**config.mk**
```make
export PLATFORM = sky130hd
export DESIGN_NAME = cc_fill_deserializer
export DESIGN_NICKNAME = d
export VERILOG_FILES = /design/src/rtl/cc_fill_deserializer.sv
export SDC_FILE = /design/constraint.sdc
export NUM_CORES = 1
export LEC_CHECK = 0
export BUFFER_PORTS_ARGS = -buffer_cell sky130_fd_sc_hd__buf_2
export CELL_PAD_IN_SITES_DETAIL_PLACEMENT = 0
export CELL_PAD_IN_SITES_GLOBAL_PLACEMENT = 1
export CORE_AREA = 4 4 259 261
export CTS_BUF_LIST = sky130_fd_sc_hd__clkbuf_8 sky130_fd_sc_hd__clkbuf_16
export CTS_CLUSTER_SIZE = 8
export DETAILED_ROUTE_END_ITERATION = 8
export DIE_AREA = 0 0 263 265
export PLACE_DENSITY = 0.74
export REMOVE_ABC_BUFFERS = 1
export SLEW_MARGIN = 20
export SYNTH_ARGS = -nofsm -noshare
export SYNTH_HDL_FRONTEND = slang
export SYNTH_SLANG_ARGS = --single-unit
```
**constraint.sdc**
```tcl
create_clock -name clk -period 5 [get_ports clk]
set_clock_uncertainty 0.1 [all_clocks]
set_input_delay 0.25 -clock clk [delete_from_list [all_inputs] [get_ports clk]]
set_output_delay 0.25 -clock clk [all_outputs]
set_load 0.01 [all_outputs]
```
**src/rtl/cc_fill_deserializer.sv**
```systemverilog
// cc_fill_deserializer: collects one AXI R burst of BEATS beats into a cache
// line, starting at the critical-word offset popped from a show-ahead FIFO
// (wrapping modulo BEATS), then pushes the whole line into a line FIFO.
// Optional macro CC_FILL_LAST_CHECK_EN enables a sticky rlast framing check
// on err_o. When the macro is undefined, rlast is ignored and err_o stays 0.
module cc_fill_deserializer #(
  parameter int BEAT_W = 64,
  parameter int BEATS  = 8
) (
  input  logic                          clk,
  input  logic                          rst,
  input  logic [BEAT_W-1:0]             mem_rdata_i,
  input  logic                          mem_rlast_i,
  input  logic                          mem_rvalid_i,
  output logic                          mem_rready_o,
  input  logic                          ofs_empty_i,
  input  logic [((BEATS>1)?$clog2(BEATS):1)-1:0] ofs_rdata_i,
  output logic                          ofs_rden_o,
  input  logic                          line_afull_i,
  output logic                          line_wren_o,
  output logic [BEAT_W*BEATS-1:0]       line_wdata_o,
  output logic                          err_o
);

  localparam int CW = (BEATS > 1) ? $clog2(BEATS) : 1;
  localparam logic [CW-1:0] LAST_CNT = CW'(BEATS - 1);

  typedef enum logic [1:0] {S_IDLE, S_COLLECT, S_PUSH} state_t;

  state_t                         r_state;
  logic [CW-1:0]                  r_ofs;
  logic [CW-1:0]                  r_cnt;
  logic [BEATS-1:0][BEAT_W-1:0]   r_line;
  logic                           r_rready;

  logic                           w_hs;
  logic                           w_last;
  logic [CW-1:0]                  w_slot;

  // Strobes are masked while rst is high so nothing leaks out during reset.
  assign mem_rready_o = r_rready && !rst;
  assign ofs_rden_o   = (r_state == S_IDLE) && !ofs_empty_i && !rst;
  assign line_wren_o  = (r_state == S_PUSH) && !line_afull_i && !rst;
  assign line_wdata_o = r_line;

  assign w_hs   = mem_rvalid_i && mem_rready_o;
  assign w_last = (r_cnt == LAST_CNT);
  // The CW-bit add wraps naturally modulo BEATS (power of two).
  assign w_slot = r_ofs + r_cnt;

  // Main FSM: the offset pop, beat collection and line push; rready is a registered copy of state==COLLECT.
  always_ff @(posedge clk) begin
    if (rst) begin
      r_state  <= S_IDLE;
      r_ofs    <= '0;
      r_cnt    <= '0;
      r_line   <= '0;
      r_rready <= 1'b0;
    end else begin
      case (r_state)
        S_IDLE: begin
          if (!ofs_empty_i) begin
            r_ofs    <= ofs_rdata_i;
            r_cnt    <= '0;
            r_state  <= S_COLLECT;
            r_rready <= 1'b1;
          end
        end
        S_COLLECT: begin
          if (w_hs) begin
            r_line[w_slot] <= mem_rdata_i;
            if (w_last) begin
              r_cnt    <= '0;
              r_state  <= S_PUSH;
              r_rready <= 1'b0;
            end else begin
              r_cnt <= r_cnt + 1'b1;
            end
          end
        end
        S_PUSH: begin
          if (!line_afull_i) r_state <= S_IDLE;
        end
        default: begin
          r_state  <= S_IDLE;
          r_rready <= 1'b0;
        end
      endcase
    end
  end

`ifdef CC_FILL_LAST_CHECK_EN
  logic r_err;
  assign err_o = r_err;

  // Sticky framing error: rlast must appear on exactly the final counted beat.
  always_ff @(posedge clk) begin
    if (rst)
      r_err <= 1'b0;
    else if (w_hs && (mem_rlast_i != w_last))
      r_err <= 1'b1;
  end
`else
  logic w_unused_rlast;
  assign w_unused_rlast = mem_rlast_i;
  assign err_o = 1'b0;
`endif

endmodule
```
==> qor.yml <==
outcome: "finished with violations"
failed_checks: "max-slew violations"
vdd_ir_drop_max_uv: 211.6
cts_tree: "yes"
r2r-start: "r_cnt[0]"
async_flop_share_pct: 0
worst_ep_arrival_time_ns: 3.68
synth.top_cell.area_share_pct: 46.24
final_nets: 2963
cts_made_buffers: 75
design_area_sq_um: 27800
synth_seq_cells: 521
rsz0062_at_grt: "no"
drv_cap: 0
drv_slew: 48
grt.total_usage_pct: 23.66
synth-edff-count: 0
vias_per_cell: 6.297
setup_violations: 0
area_growth_pct: 23.24
drc: 0
core_area_sq_um: 64460
path_class: "flop to flop"
setup-tns-final_ns: 0
cts.htree.levels: 3
grt_pass1_vias: 22578
antenna_left: 0
synth_cells: 2574
r2r-end: "line_wdata_o[150]"
drive_gt1_share_pct: 25.20
globalplace.congestion: 0.7833
cts_resized: 0
clock_sinks: 521
crit_path_end_kind: "flop"
total_power_mw: 9.503
cp_max_fo: 70
min_path_type: "primary input to flop"
avgSynthCellArea_sq_um: 8.764
first_pass_iters: 8
clk_latency_ns: 0.58
clkSlewWorstSetupHoldPaths_ns: 0.05
start_util_pct: 34.99
power_density_nw_per_um2: 341.8
vias: 23601
slew_headroom_pct: -2.620
die_w_microns: 263
overflow: 0
yosys-top-cells-area: "dfxtp_1, o31ai_1, nand4_1, a21oi_1, buf_2"
crit_end: "line_wdata_o[150]"
insertedDiodeCount: 0
antenna_found_initial: 1
synth.distinct_cells: 34
ioPinCount: 589
dieArea_sq_um: 69700
num_rows: 93
hold_viol: 0
grt_max_degree: 226
seq_area_frac_synth_pct: 46.24
yosys-top-cells-count: "dfxtp_1, a21oi_1, o31ai_1, nand4_1, clkbuf_1"
worst_slew_pin_slew_ns: 1.539
yosysWarningCount: 0
portBuffers: 586
drtIter0Drc: 2745
critPathLaunchType: "flop"
r2r_cells: 7
crit_start: "r_cnt[0]"
root_buffer: "clkbuf_16"
max_freq_mhz: 296.2
place_area_sq_um: 25070
r2r_slack_ns: 1.62
die_h_microns: 265
min_period_ns: 3.376
synth_most_common_cell: "dfxtp_1"
leakage_nw: 10.10
dp_hpwl_mm: 49.94
grt_pass1_wl_mm: 136.3
yosys.area.top_type: "dfxtp_1"
synth_area_sq_um: 22560
avgRoutedWirePerCell_microns: 23.96
required_ns: 5.31
clk_path_buf_depth: 3
period_share_pct: 67.53
synth-main-ff-cell: "dfxtp_1"
post_cts_buffers: 0
wl_mm: 89.79
## per-layer routing
layer  global-route usage [%]  up-vias  routed length, microns
met2                    37.81     1158                   42020
met4                    11.70        2                    4146
met5                        0        -                      12
met1                    30.27    11624                   36390
met3                    5.383      212                    7221
li1                         -    10605                       -
## state kept, by name, indices dropped and copies added (netlist names)
register,flops
line_wdata_o,512
r_cnt,3
r_rready,1
r_ofs,3
r_state,2
## through the flow
stage / worst slack [ns] / hold WS [ns] / util [%] / std cells
after floorplan: -6.957 / 0.2191 / - / 2108
after global placement: 1.609 / 0.3510 / 38.86 / 3594
after detailed placement: 1.716 / 0.3570 / 38.89 / 3595
after CTS: 1.721 / 0.008299 / 43.13 / 3748
after global routing: 1.550 / 0.08598 / 43.13 / 3748
final: 1.624 / 0.06843 / 43.13 / 3748
## worst max-delay path: stages, from the launching register on
cell	delay (ns)
dfxtp_1	0.35
ha_1	0.15
inv_1	0.04
fa_1	0.60
or4_4	0.98
buf_12	0.37
o31ai_1	0.33
a21oi_1	0.10
## how the worst min path moves through the flow
| stage | from | endpoint | slack, ns | cells past startpoint |
|---|---|---|---|---|
| 6_report | mem_rvalid_i | r_rready | 0.07 | 4 |
| 5_1_grt | mem_rvalid_i | r_rready | 0.09 | 4 |
| 4_1_cts | mem_rvalid_i | r_rready | 0.008 | 4 |
| 3_5_place_dp | line_wdata_o[308] | line_wdata_o[308] | 0.36 | 2 |
| 3_3_place_gp | line_wdata_o[272] | line_wdata_o[272] | 0.35 | 2 |
| 2_1_floorplan | rst | line_wdata_o[0] | 0.22 | 1 |
## final cells by class
cell class / instances / area, sq um
clock buffer: 78 / 1941
clock inverter: 6 / 98.84
fill: 6370 / 36660
inverter: 7 / 26.28
multi-input combinational: 1580 / 10060
sequential: 521 / 10430
tap: 855 / 1070
timing repair buffer: 701 / 4179
## where the power goes
group	internal (mW)	switching [mW]	leakage (nW)
logic	0.130	0.590	4.91
registers	4.17	0.00765	4.20
clock network	2.77	1.83	1.00
## cell usage in the layout (no fill, tap or decap), types with 2 or more instances in the layout
cell type	count
a21oi_1	516
buf_12	16
buf_2	585
buf_4	30
clkbuf_16	77
clkinv_8	4
dfxtp_1	521
dlygate4sd3_1	69
ha_1	3
inv_1	8
mux2i_1	3
nand3_1	3
nand4_1	512
nor2_1	4
nor3_1	2
nor4b_2	2
o31ai_1	514
or2_2	2
or4b_4	2
## timing repair
action                                  in CTS  in global routing
hold endpoints to repair                   519                  0
endpoints found under the setup margin       0                  0
hold buffers                                69                  0
## logic make-up after synthesis
kind of cell	Yosys count	synth area share, %
compound gates	1033	28.65
simple gates	537	14.93
flops	521	46.24
buf+inv	473	9.568
fa+ha+maj	4	0.2552
mux	3	0.1331
xor+xnor	2	0.2052
other cells	1	0.01662
No activity file was read; power rests on OpenSTA's default activity.
